File: src/rtl/fdd_track_sequencer.sv
// fdd_track_sequencer
//   Moves Disk II track data between the SD card (slot 0) and the
//   dual-port track RAM. On a head track change or a fresh image mount it
//   writes back any dirty sectors of the cached track and then loads all
//   SECTORS sectors of the new track, one SD request per sector. The CPU
//   is stalled (cpu_wait) for the whole sequence.
//
//   Build option: define FDD_WRITEBACK_EN to enable the dirty bitmap and
//   the write-back (FLUSH) states. Without it the buffer is read-only:
//   sd_wr is tied low and drive-side writes are lost on a track change.
//
// Ports
//   CLK_VIDEO      clock, all logic on the rising edge
//   reset          synchronous, active-high
//   track          current head track from the drive model
//   img_mounted    pulse, image (re)mounted on slot 0
//   img_size_nz    mounted image has a non-zero size
//   fd_write_disk  drive-side write strobe into the track RAM
//   fd_track_addr  drive-side track RAM address, [SEC_W+8:9] = sector
//   sd_ack         SD host acknowledge
//   sd_rd, sd_wr   sector read / write request
//   sd_lba         sector LBA = SECTORS*track + sector
//   track_sec      sector select for the SD-side port of the track RAM
//   cpu_wait       CPU stall, registered copy of busy
//   busy           sequencer not idle
module fdd_track_sequencer #(
  parameter int SECTORS = 13,
  parameter int TRACK_W = 6,
  parameter int SEC_W   = 4
) (
  input  logic               CLK_VIDEO,
  input  logic               reset,
  input  logic [TRACK_W-1:0] track,
  input  logic               img_mounted,
  input  logic               img_size_nz,
  input  logic               fd_write_disk,
  input  logic [SEC_W+8:0]   fd_track_addr,
  input  logic               sd_ack,
  output logic               sd_rd,
  output logic               sd_wr,
  output logic [31:0]        sd_lba,
  output logic [SEC_W-1:0]   track_sec,
  output logic               cpu_wait,
  output logic               busy
);

  typedef enum logic [2:0] {
    IDLE       = 3'd0,
    LOAD_REQ   = 3'd1,
    LOAD_XFER  = 3'd2
`ifdef FDD_WRITEBACK_EN
    ,
    FLUSH_REQ  = 3'd3,
    FLUSH_XFER = 3'd4
`endif
  } state_t;

  state_t             r_state, w_state_next;
  logic [SEC_W-1:0]   r_sec, w_sec_next;
  logic [TRACK_W-1:0] r_new_track, w_new_track_next;
  logic [TRACK_W-1:0] r_cur_track, w_cur_track_next;
  logic               r_valid, w_valid_next;
  logic               r_mount_pend, w_mount_pend_next;
  logic               r_old_ack;
  logic               r_sd_rd, w_sd_rd_next;
  logic               r_sd_wr, w_sd_wr_next;
  logic [31:0]        r_sd_lba, w_sd_lba_next;
  logic [SEC_W-1:0]   r_track_sec, w_track_sec_next;
  logic               r_cpu_wait, w_cpu_wait_next;

  logic w_ack_rise, w_ack_fall, w_mount, w_last_sec;

  assign w_ack_rise = sd_ack & ~r_old_ack;
  assign w_ack_fall = ~sd_ack & r_old_ack;
  // A mount pulse arriving in the same cycle as the IDLE decision counts
  // as pending, so a mount can never trigger a second, redundant reload.
  assign w_mount    = r_mount_pend | img_mounted;
  assign w_last_sec = (r_sec == SEC_W'(SECTORS - 1));

  function automatic logic [31:0] f_lba(input logic [TRACK_W-1:0] trk,
                                        input logic [SEC_W-1:0]   sec);
    f_lba = 32'(SECTORS) * 32'(trk) + 32'(sec);
  endfunction

`ifdef FDD_WRITEBACK_EN
  logic [SECTORS-1:0] r_dirty, w_dirty_next, w_dirty_set;
  logic [SEC_W-1:0]   w_wr_sec;
  logic               w_wr_accept;
  logic               w_unused_addr;

  assign w_wr_sec      = fd_track_addr[SEC_W+8:9];
  assign w_unused_addr = ^fd_track_addr[8:0];

  // While flushing, only a write hitting the sector in flight is kept:
  // it re-marks that sector so it is written back again.
  assign w_wr_accept = fd_write_disk &&
                       ((r_state == IDLE) || (r_state == LOAD_REQ) ||
                        (r_state == LOAD_XFER) ||
                        ((r_state == FLUSH_XFER) && (w_wr_sec == r_sec)));

  // Sector numbers >= SECTORS have no bit and are dropped here.
  for (genvar gi = 0; gi < SECTORS; gi++) begin : g_dirty_set
    assign w_dirty_set[gi] = w_wr_accept && (w_wr_sec == SEC_W'(gi));
  end

  function automatic logic [SEC_W-1:0] f_lowest(input logic [SECTORS-1:0] v);
    f_lowest = '0;
    for (int i = SECTORS - 1; i >= 0; i--) begin
      if (v[i]) f_lowest = SEC_W'(i);
    end
  endfunction
`else
  logic w_unused_wr;
  assign w_unused_wr = ^{fd_write_disk, fd_track_addr};
`endif

  always_comb begin
    w_state_next      = r_state;
    w_sec_next        = r_sec;
    w_new_track_next  = r_new_track;
    w_cur_track_next  = r_cur_track;
    w_valid_next      = r_valid;
    w_mount_pend_next = r_mount_pend | img_mounted;
`ifdef FDD_WRITEBACK_EN
    w_dirty_next      = r_dirty | w_dirty_set;
`endif
    case (r_state)
      IDLE: begin
        // IDLE either consumes a pending mount or, with no image, drops it.
        w_mount_pend_next = 1'b0;
        if (img_size_nz && (w_mount || (track != r_cur_track) || !r_valid)) begin
          w_new_track_next = track;
          w_sec_next       = '0;
          w_state_next     = LOAD_REQ;
`ifdef FDD_WRITEBACK_EN
          // A remount discards dirty data: the old image is gone.
          if (r_valid && (r_dirty != '0) && !w_mount) begin
            w_state_next = FLUSH_REQ;
            w_sec_next   = f_lowest(r_dirty);
          end else begin
            w_dirty_next = '0;
          end
`endif
        end
      end
`ifdef FDD_WRITEBACK_EN
      FLUSH_REQ: begin
        if (w_ack_rise) begin
          w_dirty_next[r_sec] = 1'b0;
          w_state_next        = FLUSH_XFER;
        end
      end
      FLUSH_XFER: begin
        if (w_ack_fall) begin
          if (r_dirty != '0) begin
            w_sec_next   = f_lowest(r_dirty);
            w_state_next = FLUSH_REQ;
          end else begin
            w_sec_next   = '0;
            w_state_next = LOAD_REQ;
          end
        end
      end
`endif
      LOAD_REQ: begin
        if (w_ack_rise) w_state_next = LOAD_XFER;
      end
      LOAD_XFER: begin
        if (w_ack_fall) begin
          if (w_last_sec) begin
            w_cur_track_next = r_new_track;
            w_valid_next     = 1'b1;
            w_state_next     = IDLE;
          end else begin
            w_sec_next   = r_sec + SEC_W'(1);
            w_state_next = LOAD_REQ;
          end
        end
      end
      default: w_state_next = IDLE;
    endcase

    // Request outputs are registered decodes of the next state, so the
    // LBA and sector select only move when a new request is issued.
    w_sd_rd_next     = (w_state_next == LOAD_REQ);
    w_sd_wr_next     = 1'b0;
    w_cpu_wait_next  = (w_state_next != IDLE);
    w_track_sec_next = r_track_sec;
    w_sd_lba_next    = r_sd_lba;
    if (w_state_next == LOAD_REQ) begin
      w_track_sec_next = w_sec_next;
      w_sd_lba_next    = f_lba(w_new_track_next, w_sec_next);
    end
`ifdef FDD_WRITEBACK_EN
    if (w_state_next == FLUSH_REQ) begin
      w_sd_wr_next     = 1'b1;
      w_track_sec_next = w_sec_next;
      w_sd_lba_next    = f_lba(r_cur_track, w_sec_next);
    end
`endif
  end

  always_ff @(posedge CLK_VIDEO) begin
    if (reset) begin
      r_state      <= IDLE;
      r_sec        <= '0;
      r_new_track  <= '0;
      r_cur_track  <= '0;
      r_valid      <= 1'b0;
      r_mount_pend <= 1'b0;
      r_old_ack    <= 1'b0;
      r_sd_rd      <= 1'b0;
      r_sd_wr      <= 1'b0;
      r_sd_lba     <= '0;
      r_track_sec  <= '0;
      r_cpu_wait   <= 1'b0;
`ifdef FDD_WRITEBACK_EN
      r_dirty      <= '0;
`endif
    end else begin
      r_state      <= w_state_next;
      r_sec        <= w_sec_next;
      r_new_track  <= w_new_track_next;
      r_cur_track  <= w_cur_track_next;
      r_valid      <= w_valid_next;
      r_mount_pend <= w_mount_pend_next;
      r_old_ack    <= sd_ack;
      r_sd_rd      <= w_sd_rd_next;
      r_sd_wr      <= w_sd_wr_next;
      r_sd_lba     <= w_sd_lba_next;
      r_track_sec  <= w_track_sec_next;
      r_cpu_wait   <= w_cpu_wait_next;
`ifdef FDD_WRITEBACK_EN
      r_dirty      <= w_dirty_next;
`endif
    end
  end

  assign sd_rd     = r_sd_rd;
  assign sd_wr     = r_sd_wr;
  assign sd_lba    = r_sd_lba;
  assign track_sec = r_track_sec;
  assign cpu_wait  = r_cpu_wait;
  assign busy      = (r_state != IDLE);

endmodule

File: config.mk
export PLATFORM = sky130hd
export DESIGN_NAME = fdd_track_sequencer
export DESIGN_NICKNAME = d
export VERILOG_FILES = /design/src/rtl/fdd_track_sequencer.sv
export SDC_FILE = /design/constraint.sdc
export NUM_CORES = 1
export LEC_CHECK = 0
export BUFFER_PORTS_ARGS = -buffer_cell sky130_fd_sc_hd__buf_2
export CORE_UTILIZATION = 30
export DETAILED_ROUTE_END_ITERATION = 16
export PLACE_DENSITY = 0.61
export SLEW_MARGIN = 10
export SYNTH_ARGS = -nofsm -noshare
export SYNTH_HDL_FRONTEND = slang
export SYNTH_SLANG_ARGS = --single-unit
File: constraint.sdc
create_clock -name CLK_VIDEO -period 11.95 [get_ports CLK_VIDEO]
set_clock_uncertainty 0.15 [all_clocks]
set_input_delay 2.39 -clock CLK_VIDEO [delete_from_list [all_inputs] [get_ports CLK_VIDEO]]
set_output_delay 2.39 -clock CLK_VIDEO [all_outputs]
set_load 0.03 [all_outputs]
## Word-level counts from Yosys, hierarchy flattened

Index checks and enable logic that the tools add are counted.

- $add $sub $neg: 2
- Multipliers: 1
- Equal/unequal tests: 5
- Mux-type cells: 11
- Bitwise operators: 5
- Reductions and logical operators: 9

Operators by type and width:

| kind | count |
|---|---|
| two-way mux 4 bit | 3 |
| two-way mux 6 bit | 2 |
| adder 10 x 4 -> 11 bit | 1 |
| multiplier 4 x 6 -> 10 bit, first input constant | 1 |
| two-way mux 3 bit | 3 |
| case mux 3 bit (3 select lines) | 1 |
| case mux 4 bit (2 select lines) | 1 |
| equality test 3 x 1 -> 1 bit, second input constant | 2 |
| != test 6 bit | 1 |
| nonzero test 3 bit | 2 |
| adder 4 x 1 -> 4 bit, second input constant | 1 |
| equality test 4 bit, second input constant | 1 |
| equality test 3 x 2 -> 1 bit, second input constant | 1 |
| zero test 3 bit | 1 |
| AND reduction 3 bit | 1 |
| AND 1 bit | 2 |
| logical OR 1 bit | 2 |
| NOT 1 bit | 2 |
| OR reduction 2 bit | 1 |
| logical AND 1 bit | 1 |
| zero test 1 bit | 1 |
| two-way mux 1 bit | 1 |
| OR 1 bit | 1 |

- Register bits after elaboration: 60
- Input bits: 25
- Output and inout port bits: 40
- Word-level logic and storage cells: 44

## Logic depth before layout (Yosys ltp)

- Depth in word-level cells: 8
- Mapped depth: 17
- Depth with buffers taken out: 16

## Worst setup path after synthesis

Ideal clock, no wire load.

- Kind: in2reg
- Start point: input track[5]
- End point: register r_sd_lba[7] (netlist: sd_lba[7])
- Setup time: 0.117 ns
- Data arrival time: 5.850 ns
- Data required time: 11.683 ns
- Path slack: 5.833 ns
- Stages on the path: 17
- Path buffers: 1
- Cell sequence: xnor2_1 -> and3_1 -> a31oi_4 -> buf_6 -> mux2_4 -> ha_1 -> ha_1 -> inv_1 -> fa_1 -> inv_1 -> ha_1 -> nor2b_1 -> o31a_1 -> o21a_1 -> nor2_1 -> xnor2_1 -> a22o_1

- Cells in the longest elaborated chain, start to end: 8
- Elaborated cells on any way between the ends: 13
- Those cells by class: add/sub (1); mul (1); eq/ne (2); mux (6); reduce/logical (3)

RTL lines:

| item | RTL line | source |
|---|---|---|
| from (decl) | 33 | `input logic [TRACK_W-1:0] track,` |
| != test 6 bit | 131 | `if (img_size_nz && (w_mount \|\| (track != r_cur_track) \|\| !r_valid)) begin` |
| logical OR 1 bit (2 in a row) | 131 |  |
| logical AND 1 bit | 131 |  |
| two-way mux 6 bit | 131 |  |
| two-way mux 6 bit | 127 | `case (r_state)` |
| via w_new_track_next[1] | 60 | `logic [TRACK_W-1:0] r_new_track, w_new_track_next;` |
| multiplier 4 x 6 -> 10 bit | 82 | `f_lba = 32'(SECTORS) * 32'(trk) + 32'(sec);` |
| adder 10 x 4 -> 11 bit | 82 |  |
| to (signal assigned) | 230 | `r_sd_lba <= w_sd_lba_next;` |
| to (decl) | 67 | `logic [31:0] r_sd_lba, w_sd_lba_next;` |

The timed path passes the listed nets, and every way through them passes these cells.
A chain may end at the register's enable or synchronous reset.

## Worst setup path after layout

- Start point: input track[2]
- End point: register r_sd_lba[7] (netlist: sd_lba[7])

Same word-level chain as after synthesis.

==> impl_metrics.json <==
{
  "stdcell_count": 410,
  "cts.sink_count": 39,
  "path_class": "input port to register",
  "final_max_slew_viol_count": 0,
  "finalSetupTns_ps": 0,
  "slew-limit-headroom_pct": 58.2,
  "outcome": "complete, no violations",
  "synth_top_area_share_pct": 30.7,
  "grt_first_pass_wirelength_um": 8010,
  "dp_cells": 402,
  "vdd_ir_drop_max_uv": 38.6,
  "antenna_cells": 0,
  "max_cap_viol_count": 0,
  "hold_viol_final": 0,
  "worst_pin_slew_ps": 627,
  "multi_input_area_mm2": 0.00156,
  "drt_iter0_markers": 64,
  "synth_fa_ha_area_share_pct": 16.9,
  "n_fill_cell": 862,
  "worstPathMaxFanout": 15,
  "min_from": "r_valid",
  "die_h_um": 94.1,
  "synth_flop_cell": "dfxtp_1",
  "fp.dieArea_mm2": 0.00885,
  "synth_common_cells": "dfxtp_1, nor2_1, ha_1, buf_4, inv_1",
  "finalCritPeriodShare_pct": 52.7,
  "cts_hold_buf": 0,
  "synth.most_common_cell": "dfxtp_1",
  "via_per_inst": 4.45,
  "wl_per_cell_um": 11.4,
  "gp_congestion": 0.775,
  "first_pass_iters": 4,
  "crit_path_start": "track[2]",
  "port_buffers": 28,
  "cts_tree": "built",
  "vias": 1824,
  "regArea_um2": 781,
  "drive_gt1_share_pct": 16.1,
  "synthCells": 275,
  "synth_xor_area_share_pct": 4.82,
  "antenna_found_initial": 0,
  "design_area_mm2": 0.00278,
  "r2r_end": "sd_lba[7]",
  "power_leakage_nw": 1.42,
  "synth_area_mm2": 0.00254,
  "synth_simple_gate_area_share_pct": 16.4,
  "io_pins": 65,
  "min_period_ps": 6300,
  "rsz0062_at_grt": "no",
  "muxShareOfSynthArea_pct": 10.3,
  "r2r-start": "r_state[1]",
  "root_buffer": "clkbuf_8",
  "overflow": 0,
  "critical_path_arrival_ps": 6350,
  "p_per_area_mw_per_mm2": 108,
  "placed_cell_area_mm2": 0.00269,
  "ys_seq_elements": 39,
  "hold_depth": 2,
  "cts-htree-levels": 2,
  "finalSetupViolCount": 0,
  "grt_max_degree": 35,
  "min_to": "r_valid",
  "synth_compound_area_share_pct": 9.60,
  "max-clock-path-buffers": 2,
  "synth_edf_count": 0,
  "synth-seq-area-share_pct": 30.7,
  "critPathLaunchType": "input port",
  "die_w_um": 94.1,
  "synth_top_family_by_area": "adder cells",
  "cts_resized": 0,
  "num-nets-final": 361,
  "async_reset_ff_share_pct": 0,
  "first_global_vias": 1759,
  "yosys-top-cells-area": "dfxtp_1, ha_1, mux2i_1, buf_4, nor2_1",
  "syn_to_final_growth_pct": 9.45,
  "rrSetupSlack_ps": 7360,
  "drt-total-wl_um": 4690,
  "rows": 33,
  "grtUsageTotal_pct": 11.9,
  "coreArea_mm2": 0.00822,
  "post-cts-setup-buffers": 0,
  "hold_class": "register to register",
  "ant_nets": 0,
  "synth.distinct_cells": 41,
  "start_util_pct": 30.9,
  "clk_latency_ps": 300,
  "ys.warnings.count": 0,
  "cts_made_buffers": 5,
  "rr_worst_depth": 16,
  "path_clk_slew_ps": 80,
  "drc": 0,
  "dp_hpwl_um": 3640,
  "worstPathRequired_ps": 12000,
  "synth.avg_cell_area_um2": 9.25,
  "clock.fmax_ghz": 0.159,
  "endpoint_kind": "register",
  "yosysTopAreaCell": "dfxtp_1"
}
-- placed cells by master (no fill, tap or decap), types with 2 or more instances in the layout --
| cell | synthesis | routed |
|---|---|---|
| clkinvlp_4 | 0 | 2 |
| xor2_1 | 6 | 6 |
| nor2_1 | 31 | 31 |
| conb_1 | 1 | 23 |
| nor3_1 | 8 | 8 |
| inv_1 | 21 | 21 |
| nand2_1 | 9 | 9 |
| nor2b_1 | 14 | 14 |
| mux2i_1 | 18 | 18 |
| dfxtp_1 | 39 | 39 |
| and3_1 | 3 | 3 |
| o21a_1 | 3 | 3 |
| mux2_2 | 5 | 5 |
| nor3_4 | 2 | 2 |
| a31oi_1 | 3 | 3 |
| nand3_1 | 4 | 4 |
| or2_1 | 3 | 3 |
| a21oi_1 | 6 | 6 |
| xnor2_1 | 8 | 8 |
| fa_1 | 4 | 4 |
| nand4_1 | 2 | 2 |
| ha_1 | 28 | 28 |
| a211oi_1 | 2 | 2 |
| o21ai_0 | 8 | 8 |
| a21o_1 | 2 | 2 |
| nand2b_1 | 3 | 3 |
| o21bai_1 | 2 | 2 |
| clkbuf_8 | 0 | 5 |
| buf_2 | 0 | 28 |
-- critical path: stages --
cell	delay, ps
buf_2	140
xor2_1	240
nor3_4	90
a31oi_4	460
mux2_2	450
ha_1	290
ha_1	270
inv_1	50
fa_1	500
inv_1	50
ha_1	340
nor2b_1	160
o31a_1	280
o21a_1	180
nor2_1	120
xnor2_1	110
a22o_1	230
-- cells by family after synthesis --
| kind of cell | Yosys count |
|---|---|
| AO/OA/AOI/OAI | 34 |
| adder cells (fa/ha/maj) | 32 |
| XOR/XNOR | 14 |
| multiplexers | 25 |
| AND/OR/NAND/NOR | 81 |
| flip-flops | 39 |
| other | 1 |
| buffers and inverters | 49 |
-- cell type report --
| cell class | instances | share of cell area (%) |
|---|---|---|
| Sequential cell | 39 | 28.1 |
| Inverter | 21 | 2.83 |
| Clock buffer | 5 | 2.47 |
| Multi-Input combinational cell | 209 | 56.2 |
| Timing Repair Buffer | 28 | 5.04 |
| Clock inverter | 3 | 0.719 |
| Tap cell | 105 | 4.72 |
-- power breakdown --
group | switching [mW] | internal [mW]
clock network | 0.0506 | 0.0407
logic | 0.0468 | 0.0260
registers | 0.00281 | 0.135
total | 0.100 | 0.201
-- worst max path at each step --
stage	cells past startpoint	to
floorplan	17	sd_lba[7]
global placement	17	sd_lba[10]
detailed placement	17	sd_lba[7]
CTS	17	sd_lba[7]
global route	17	sd_lba[10]
finish	17	sd_lba[7]
-- metal layers --
metal / vias up / GRT usage, % / share of wire (%)
li1: 941 / - / -
met3: 8 / 2.83 / 3.9
met2: 44 / 19.6 / 46
met5: - / 0 / 0
met1: 831 / 15.1 / 49
met4: 0 / 3.85 / 1.0
-- registers in the layout (all words and copies together), names as in the netlist --
name and count:
r_sec 4, sd_rd 1, r_state 3, r_cur_track 6, r_old_ack 1, track_sec 4, r_mount_pend 1, sd_lba 11
cpu_wait 1, r_new_track 6, r_valid 1
-- metrics by stage --
step / hold WS (ps) / utilization [%] / setup WS, ps / power [mW]
after global routing: 312 / 33.9 / 5360 / 0.322
after CTS: 295 / 33.9 / 5630 / 0.307
after global placement: 280 / 32.8 / 5350 / 0.213
after floorplan: 271 / - / 5830 / 0.205
after detailed placement: 283 / 32.8 / 5320 / 0.214
final: 294 / 33.9 / 5650 / 0.302
Power figures use the tool's default switching activity.
